==> config.mk <==
export PLATFORM = sky130hd
export DESIGN_NAME = spi_cfg_master
export DESIGN_NICKNAME = d
export VERILOG_FILES = /design/src/rtl/spi_cfg_master.sv
export SDC_FILE = /design/constraint.sdc
export NUM_CORES = 1
export LEC_CHECK = 0
export ABC_AREA = 1
export ABC_CLOCK_PERIOD_IN_PS = 1800
export CELL_PAD_IN_SITES_DETAIL_PLACEMENT = 1
export CELL_PAD_IN_SITES_GLOBAL_PLACEMENT = 1
export CORE_MARGIN = 2
export CORE_UTILIZATION = 33
export DETAILED_ROUTE_END_ITERATION = 8
export PLACE_DENSITY_LB_ADDON = 0.1
export SYNTH_ARGS = -nofsm -noshare
export SYNTH_HDL_FRONTEND = slang
export SYNTH_SLANG_ARGS = --single-unit
==> constraint.sdc <==
create_clock -name clk -period 1.8 [get_ports clk]
set_input_delay 0.36 -clock clk [delete_from_list [all_inputs] [get_ports clk]]
set_output_delay 0.36 -clock clk [all_outputs]
set_load 0.01 [all_outputs]
==> src/rtl/spi_cfg_master.sv <==
// spi_cfg_master: round-robin arbiter for two write requesters driving 16-bit SPI mode-0 config frames
module spi_cfg_master #(
    parameter int CLK_DIV = 4,
    parameter int CS_GAP  = 4
) (
    input  logic       clk,
    input  logic       rst_n,
    input  logic       a_valid,
    input  logic [6:0] a_addr,
    input  logic [7:0] a_data,
    output logic       a_ready,
    input  logic       b_valid,
    input  logic [6:0] b_addr,
    input  logic [7:0] b_data,
    output logic       b_ready,
    output logic       spi_sclk,
    output logic       spi_copi,
    output logic       spi_cs,
    output logic       busy,
    output logic       done,
    output logic       err,
    output logic       grant_b
);
    typedef enum logic [2:0] {IDLE, SHIFT_LO, SHIFT_HI, HOLD, GAP} state_t;
    localparam logic [7:0] DIV_LD = 8'(CLK_DIV - 1);
    localparam logic [7:0] GAP_LD = 8'(CS_GAP - 1);
    state_t      state;
    logic [14:0] frame;
    logic [3:0]  bit_cnt;
    logic [7:0]  half_cnt;
    logic        a_win;
    logic        b_win;
    logic        accept;
    logic [6:0]  sel_addr;
    logic [7:0]  sel_data;
    always_comb begin
        a_win    = a_valid && (!b_valid || grant_b);
        b_win    = b_valid && !a_win;
        a_ready  = a_win && state == IDLE;
        b_ready  = b_win && state == IDLE;
        accept   = a_ready || b_ready;
        sel_addr = a_ready ? a_addr : b_addr;
        sel_data = a_ready ? a_data : b_data;
    end
    // frame holds the bits still to be sent after the current one; the leading write bit is always 1
    always_ff @(posedge clk or negedge rst_n) begin
        if (!rst_n) begin
            state    <= IDLE;
            frame    <= '0;
            bit_cnt  <= '0;
            half_cnt <= '0;
            spi_sclk <= 1'b0;
            spi_copi <= 1'b0;
            spi_cs   <= 1'b1;
            busy     <= 1'b0;
            done     <= 1'b0;
            err      <= 1'b0;
            grant_b  <= 1'b1;
        end else begin
            done <= 1'b0;
            err  <= 1'b0;
            case (state)
                IDLE: if (accept) begin
                    grant_b <= b_ready;
                    if (sel_addr > 7'h04) err <= 1'b1;
                    else begin
                        frame    <= {sel_addr, sel_data};
                        spi_copi <= 1'b1;
                        spi_cs   <= 1'b0;
                        busy     <= 1'b1;
                        bit_cnt  <= 4'd15;
                        half_cnt <= DIV_LD;
                        state    <= SHIFT_LO;
                    end
                end
                SHIFT_LO: if (half_cnt == 8'd0) begin
                    spi_sclk <= 1'b1;
                    half_cnt <= DIV_LD;
                    state    <= SHIFT_HI;
                end else half_cnt <= half_cnt - 8'd1;
                SHIFT_HI: if (half_cnt == 8'd0) begin
                    spi_sclk <= 1'b0;
                    half_cnt <= DIV_LD;
                    if (bit_cnt == 4'd0) state <= HOLD;
                    else begin
                        bit_cnt  <= bit_cnt - 4'd1;
                        spi_copi <= frame[14];
                        frame    <= {frame[13:0], 1'b0};
                        state    <= SHIFT_LO;
                    end
                end else half_cnt <= half_cnt - 8'd1;
                HOLD: if (half_cnt == 8'd0) begin
                    spi_cs   <= 1'b1;
                    spi_copi <= 1'b0;
                    done     <= 1'b1;
                    half_cnt <= GAP_LD;
                    state    <= GAP;
                end else half_cnt <= half_cnt - 8'd1;
                GAP: if (half_cnt == 8'd0) begin
                    busy  <= 1'b0;
                    state <= IDLE;
                end else half_cnt <= half_cnt - 8'd1;
                default: state <= IDLE;
            endcase
        end
    end
endmodule
==> metrics.log, run 1 <==
INFO  metric outcome = finished, violations left
INFO  metric violated_checks = setup timing
INFO  metric period_share = 1.180
INFO  metric power_frac_comb = 0.670
INFO  metric std_cell_rows = 30
INFO  metric share_clk_of_total_power = 0.110
INFO  metric htreeDepth = 2
INFO  metric worst_slew_margin_rel = 0.7014
INFO  metric worst-slew-pin-transition = between 0.4 and 0.5 ns
INFO  metric via_count_of_the_first_global_routing_pass = 2740
INFO  metric max-cap-violations = 0
INFO  metric final_area = about 3700 um^2
INFO  metric worstReg2RegStart = state[0]
INFO  metric layout.nets = around 480
INFO  metric worstReg2RegEnd = busy
INFO  metric postSynthRegisterBits = 37
INFO  metric power_density = 1913 nW/um^2
INFO  metric timing.hold.worst.start = spi_cs
INFO  metric placeableCoreArea = 6794 um^2
INFO  metric via_count = roughly 2600
INFO  metric tritoncts = built
INFO  metric slew_viol_final = 0
INFO  metric synthCells = around 340
INFO  metric endpoint_kind = register
INFO  metric die_area = slightly below 8000 um^2
INFO  metric worst_slack = -0.3240 ns
INFO  metric switching_share = 0.4626
INFO  metric setup_tns = -8.679 ns
INFO  metric syn_avg_cell_area = 6.830 um^2
INFO  metric worst_hold_margin = about 0.48 ns
INFO  metric postPlaceCellArea = roughly 3100 um^2
INFO  metric post-place-ws = -0.6943 ns
INFO  metric drcViolationCount = 0
INFO  metric reg2regPathDepth = 16
INFO  metric synth_seq_area_share = 0.4022
INFO  metric sequentialPowerShare = 0.221
INFO  metric layout-drive-gt1-share = 0.3030
INFO  metric worst_hold_path.endpoint = spi_cs
INFO  metric critPathLaunchType = register
INFO  metric synthDominantCellAreaShare = 0.3794
INFO  metric utilization = 0.5473
INFO  metric cts-buffers-inserted = 5
INFO  metric critPathMaxFanout = 10
INFO  metric hold_violations = 0
INFO  metric port_buffers = between 40 and 50
INFO  metric totalWireLength = 8297 um
INFO  metric irDropWorstVdd = around 0.00089 V
INFO  metric ant_nets = 0
INFO  metric post_drt_via_cell_ratio = 4.854
INFO  metric maxClockFrequency = 470.8 MHz
INFO  metric drt_pre_antenna_iters = 5
INFO  metric synthesis.area = 2308 um^2
INFO  metric synth.largest_area_cell = dfrtp_1
INFO  metric synth-edff-count = 0
INFO  metric clock-sinks = 37
INFO  metric synth_cell_type_count = 33
INFO  metric die-height = between 80 and 90 um
INFO  metric globalRoute.totalOverflow = 0
INFO  metric setup_viol = 33
INFO  metric ctsLongestPathBuffers = 2
INFO  metric antenna_found_initial = 0
INFO  metric die_w = about 88 um
INFO  metric grt_pass1_wl = roughly 13000 um
INFO  metric grt_max_degree = 23
INFO  metric worstSetupPathType = reg -> reg
INFO  metric hold_wc_path_type = reg -> reg
INFO  metric synth_async_sr_flop_share = 1.000
INFO  metric timing.critical_path.required = roughly 2 ns
INFO  metric syn2layout_area_growth = 61.08%
INFO  metric yosys_warnings = 0
INFO  metric switchingPower = roughly 0.0033 W
INFO  metric clock_skew = 0.006289 ns
INFO  metric antenna_cells_inserted = 0
INFO  metric post_dr_wirelength_cell = approximately 16 um
INFO  metric synth_fp_nets = between 300 and 400
INFO  metric arrival = 2.32 ns
INFO  metric grt_use_total = 0.2146
INFO  metric last_weighted_congestion_value_of_the_routability_driven_placer = ~0.79
INFO  metric insertion_delay = between 0.2 and 0.3 ns
INFO  metric place_hpwl = around 5500 um
INFO  metric cts.root.buffer_cell = clkbuf_8
INFO  metric dominantRegCellSynth = dfrtp_1
INFO  metric start_util = 0.3398
INFO  metric worst_hold_path.num_cells = 2
INFO  metric ios = 43
INFO  metric cellLeakagePower = between 1.5 and 2 nW
INFO  metric dr.first_iter.drc_count = around 70
INFO  metric clkSlewWorstSetupHoldPaths = ~0.080 ns
INFO  metric synth.area.top_cells = dfrtp_1 38%, nand2_1 23%, nand3_1 7.2%
INFO  metric post-route-min-period = about 2.1 ns
INFO  metric intPower = approximately 0.0038 W
INFO  metric rrSetupSlack = -0.32 ns
INFO  metric grt_setup_unrepaired = true
==> critical path: stages (launching register included) <==
cell	delay [ns]
dfrtp_2	0.46
buf_6	0.14
inv_4	0.05
nand2_4	0.05
nor2_4	0.16
buf_6	0.15
nand2_8	0.09
nand2_4	0.09
nand2_4	0.05
nand2_4	0.08
nand2_4	0.06
o21bai_4	0.18
buf_12	0.14
buf_8	0.14
nand2_1	0.06
nand2_1	0.06
nand2_1	0.05
==> cell usage after synthesis, types with 2 or more instances <==
library cell and count:
a21oi_1 2, a31oi_1 7, buf_2 4, clkbuf_1 4
dfrtp_1 35, dfstp_2 2, ha_1 3, inv_1 24
inv_2 3, nand2_1 144, nand2_2 2, nand3_1 33
nand3b_1 2, nand4_1 4, nor2_1 26, nor2_2 3
nor3_1 3, nor3b_1 2, o21ai_0 16, xnor2_1 2
xor2_1 5
==> registers in the layout, summed over array words and instances, names as in the netlist <==
signal    flops
state         3
spi_cs        1
frame        15
bit_cnt       4
half_cnt      8
spi_copi      1
grant_b       1
done          1
spi_sclk      1
err           1
busy          1
==> routing by layer <==
metal  track usage  up-vias  wire, um
li1              -     1278         -
met1        0.2518     1261      3526
met2        0.3994       43      4396
met3       0.03864       15       211
met4       0.05734        0       163
met5             0        -         0
==> cell type report <==
cell class | instances | area, um^2
fill | 818 | 3075
multi-input combinational | 264 | 1495
timing repair buffer | 102 | 942.2
sequential | 37 | 929.6
tap | 96 | 120.1
inverter | 28 | 111.4
clock buffer | 6 | 82.58
clock inverter | 2 | 37.54
==> kinds of logic (layout without fill, tap and decap cells) <==
logic type	after synthesis	after routing	synth area share
AOI/OAI and AO/OA	30	30	0.07913
xor gates and xnor gates	7	7	0.02656
adders and majority gates	3	3	0.01626
buffers and inverters	38	138	0.06883
DFF	37	37	0.4022
and+or+nand+nor	223	224	0.4070
==> per-stage QoR <==
stage	power [W]	cells
2_1_floorplan	0.003709	338
3_3_place_gp	0.005079	507
3_5_place_dp	0.005217	507
6_report	0.007112	535
5_1_grt	0.007732	535
4_1_cts	0.006550	529
==> power by group through the flow <==
stage | logic, W | registers [W] | clock network, W
after CTS | 0.00420 | 0.00155 | 0.000800
after global placement | 0.00354 | 0.00154 | 0
final | 0.00476 | 0.00157 | 0.000780
after floorplan | 0.00220 | 0.00151 | 0
after global routing | 0.00529 | 0.00161 | 0.000828
after detailed placement | 0.00367 | 0.00155 | 0
==> placed cells by master (no fill, tap or decap), types with 4 or more instances in the layout <==
| master | n |
|---|---|
| nor2_4 | 6 |
| nor2_1 | 22 |
| clkdlybuf4s50_1 | 37 |
| inv_1 | 22 |
| nand2_1 | 116 |
| dfrtp_1 | 34 |
| nand2_2 | 17 |
| nand2_4 | 12 |
| buf_6 | 6 |
| clkbuf_8 | 6 |
| nand4_1 | 4 |
| o21ai_0 | 15 |
| buf_4 | 47 |
| nand3_1 | 24 |
| a31oi_1 | 7 |
| xor2_1 | 5 |
| nand3_2 | 9 |
==> worst max-delay path by stage <==
| stage | from | slack, ns | to | cells after the start |
|---|---|---|---|---|
| 4_1_cts | state[0] | -0.21 | frame[8] | 16 |
| 2_1_floorplan | grant_b | -0.11 | bit_cnt[1] | 13 |
| 3_3_place_gp | b_valid | -0.57 | half_cnt[1] | 13 |
| 5_1_grt | state[0] | -0.43 | busy | 17 |
| 6_report | state[0] | -0.32 | busy | 16 |
| 3_5_place_dp | b_valid | -0.69 | half_cnt[5] | 13 |
==> repair_timing <==
action,CTS,global route
endpoints found under the hold margin,1,0
setup endpoints to repair,36,37
gates resized for setup,43,46
buffers inserted,13,5
pin swaps,14,20
cloned,0,1
hold buffers,1,0
Power figures use the tool's default switching activity.
==> run 2, diff against run 1 <==
Settings changed: CAP_MARGIN set to 40.
==> results of run 2 <==
The final DEF is identical to that of run 1; final timing and power are the same.
==> run 3, diff against run 2 <==
Settings changed: ABC_CLOCK_PERIOD_IN_PS 1800 to 1770, SKIP_LAST_GASP set to 1, SLEW_MARGIN set to 20.
Clock period 1.8 ns to 1.77 ns, I/O delays scaled along.
==> run 3 against run 2 <==
The run still ends with setup timing left. Flip-flop and latch count is the same. Sequential power is essentially flat. Worst hold slack lost 0.0059 ns. Core utilization shrank 1.3 points. Non-clock buffer count is the same. Clock skew grew 0.0040 ns. Setup slack gained 0.072 ns. Critical path depth shrank 3. Largest power group unchanged.
==> metrics.log, run 3 (synthesized netlist as in run 1, its figures left out) <==
INFO  metric ctsLongestPathBuffers = 2 (unchanged)
INFO  metric outcome = finished, violations left
INFO  metric grt_max_degree = 24 (+4.3%)
INFO  metric hold_violations = 0 (unchanged)
INFO  metric tritoncts = built
INFO  metric endpoint_kind = register
INFO  metric worst_slack = -0.2517 ns (+0.07230 ns)
INFO  metric die-height = 87.64 um (unchanged)
INFO  metric dr.first_iter.drc_count = 81 (+17%)
INFO  metric grt_pass1_wl = 13270 um (+3.4%)
INFO  metric arrival = 2.22 ns (-0.10 ns)
INFO  metric final_cell_mix = 123 x nand2_1, 49 x buf_4, 36 x clkdlybuf4s50_1, 34 x dfrtp_1, 25 x nand3_1
INFO  metric largestRegisters = frame: 15 flops, half_cnt: 8 flops, bit_cnt: 4 flops
INFO  metric layout.nets = 475 (unchanged)
INFO  metric cts.root.buffer_cell = clkbuf_8
INFO  metric post-place-ws = -0.6820 ns (+0.01228 ns)
INFO  metric clock_skew = 0.01025 ns (+0.003964 ns)
INFO  metric die_area = 7681 um^2 (unchanged)
INFO  metric timing.critical_path.required = 1.96 ns (-0.03 ns)
INFO  metric setup_tns = -6.542 ns (+2.137 ns)
INFO  metric post-route-min-period = 2.022 ns (-0.1023 ns)
INFO  metric hold_wc_path_type = reg -> reg
INFO  metric largest_register_ffs = 15 (unchanged)
INFO  metric worstReg2RegStart = grant_b
INFO  metric maxClockFrequency = 494.6 MHz (+5.1%)
INFO  metric postPlaceCellArea = 3163 um^2 (+1.2%)
INFO  metric rrSetupSlack = -0.25 ns (+0.07 ns)
INFO  metric worst-slew-pin-transition = 0.4531 ns (+0.009931 ns)
INFO  metric std_cell_rows = 30 (unchanged)
INFO  metric worst_slew_margin_rel = 0.6959 (-0.005525)
INFO  metric last_weighted_congestion_value_of_the_routability_driven_placer = 0.8355 (+6.4%)
INFO  metric layout-drive-gt1-share = 0.2825 (-0.02050)
INFO  metric placeableCoreArea = 6794 um^2 (unchanged)
INFO  metric critPathLaunchType = register
INFO  metric clock-sinks = 37 (unchanged)
INFO  metric insertion_delay = 0.30 ns (about the same)
INFO  metric antenna_found_initial = 0 (unchanged)
INFO  metric start_util = 0.3398 (unchanged)
INFO  metric layout.filler_cells = 837 (+2.3%)
INFO  metric cp-startpoint = grant_b
INFO  metric place_hpwl = 5710 um (+4.6%)
INFO  metric worstReg2RegEnd = state[0]
INFO  metric max-cap-violations = 0 (unchanged)
INFO  metric htreeDepth = 2 (unchanged)
INFO  metric registers.top_by_ff_count = frame
INFO  metric final_common_cell = nand2_1
INFO  metric syn2layout_area_growth = 57.34%
INFO  metric cts-buffers-inserted = 5 (unchanged)
INFO  metric setup_viol = 33 (unchanged)
INFO  metric violated_checks = setup timing
INFO  metric utilization = 0.5346 (-0.01271)
INFO  metric reg2regPathDepth = 13 (-3)
INFO  metric final_area = 3632 um^2 (-2.3%)
INFO  metric ios = 43 (unchanged)
INFO  metric port_buffers = 42 (unchanged)
INFO  metric clkSlewWorstSetupHoldPaths = 0.08 ns (about the same)
INFO  metric die_w = 87.64 um (unchanged)
INFO  metric ant_nets = 0 (unchanged)
INFO  metric totalWireLength = 7941 um (-4.3%)
INFO  metric via_count_of_the_first_global_routing_pass = 2823 (+3.0%)
INFO  metric grt_use_total = 0.2222 (+0.007678)
INFO  metric globalRoute.totalOverflow = 0 (unchanged)
INFO  metric period_share = 1.142 (-0.03779)
INFO  metric critPathMaxFanout = 7 (-3)
INFO  metric irDropWorstVdd = 0.0007033 V (-21%)
INFO  metric cellLeakagePower = 1.848 nW (-0.37%)
INFO  metric antenna_cells_inserted = 0 (unchanged)
INFO  metric drcViolationCount = 0 (unchanged)
INFO  metric worstSetupPathType = reg -> reg
INFO  metric grt_setup_unrepaired = true
INFO  metric post_drt_via_cell_ratio = 4.800 (-1.1%)
INFO  metric slew_viol_final = 0 (unchanged)
INFO  metric worstSetupEndpoint = state[0]
INFO  metric post_dr_wirelength_cell = 14.84 um (-4.3%)
INFO  metric via_count = 2568 (-1.1%)
INFO  metric power_density = 1965 nW/um^2 (+2.7%)
INFO  metric drt_pre_antenna_iters = 4 (-1)
run 3: worst min-delay path by stage:
| stage | cells past startpoint | start | slack (ns) | end |
|---|---|---|---|---|
| 5_1_grt | 2 | spi_cs | 0.49 | spi_cs |
| 3_3_place_gp | 1 | rst_n | 0.30 | bit_cnt[1] |
| 6_report | 2 | spi_cs | 0.47 | spi_cs |
| 2_1_floorplan | 0 | rst_n | 0.06 | bit_cnt[0] |
| 3_5_place_dp | 1 | rst_n | 0.31 | bit_cnt[1] |
| 4_1_cts | 2 | spi_cs | 0.48 | spi_cs |
run 3: routing by layer:
| metal | up-vias | GRT usage | wire (um) |
|---|---|---|---|
| li1 | 1274 | - | - |
| met1 | 1257 | 0.2665 | 3508 |
| met2 | 33 | 0.4139 | 4180 |
| met3 | 4 | 0.03393 | 188 |
| met4 | 0 | 0.05455 | 63 |
| met5 | - | 0 | 0 |
run 3: cell type report:
type / count / area, um^2 / share of cell area
repair buffers: 102 / 937.1 / 0.2580
clock buffers: 7 / 86.33 / 0.02377
well taps: 96 / 120.1 / 0.03307
flip-flops and latches: 37 / 929.6 / 0.2559
multi-input cells: 264 / 1420 / 0.3910
clock inverters: 1 / 30.03 / 0.008267
inverters: 28 / 108.9 / 0.02997
run 3: where the power goes:
part           switching [W]  internal, W  leakage (nW)
sequential          0.000313      0.00127         0.456
clock               0.000323     0.000460        0.0585
combinational        0.00262      0.00215          1.33
run 3: repair_timing:
action / in CTS / in global routing
buffers inserted: 7 / 5
pin swaps: 11 / 4
cloned: 2 / 0
resized for setup: 53 / 15
endpoints found under the hold margin: 14 / 0
setup endpoints to repair: 35 / 37
hold buffers: 1 / 0
run 3: stage by stage:
stage                     instances  power, W  hold slack [ns]
after CTS                       530  0.006994           0.4752
after detailed placement        512  0.005405           0.3056
final                           535  0.007136           0.4694
after global routing            535  0.007766           0.4933
after floorplan                 338  0.003772          0.05841
after global placement          512  0.005222           0.2999
run 3: worst max-delay path, cell delays in order (launching register included):
cell      delay (ns)
dfstp_2         0.57
inv_2           0.05
a21boi_4        0.22
nand3b_1        0.11
nand2_1         0.10
nand2_1         0.07
nor2_2          0.11
nand2_2         0.08
o21bai_4        0.16
buf_12          0.16
buf_8           0.13
nand2_4         0.05
nand2_1         0.07
nand2_1         0.04
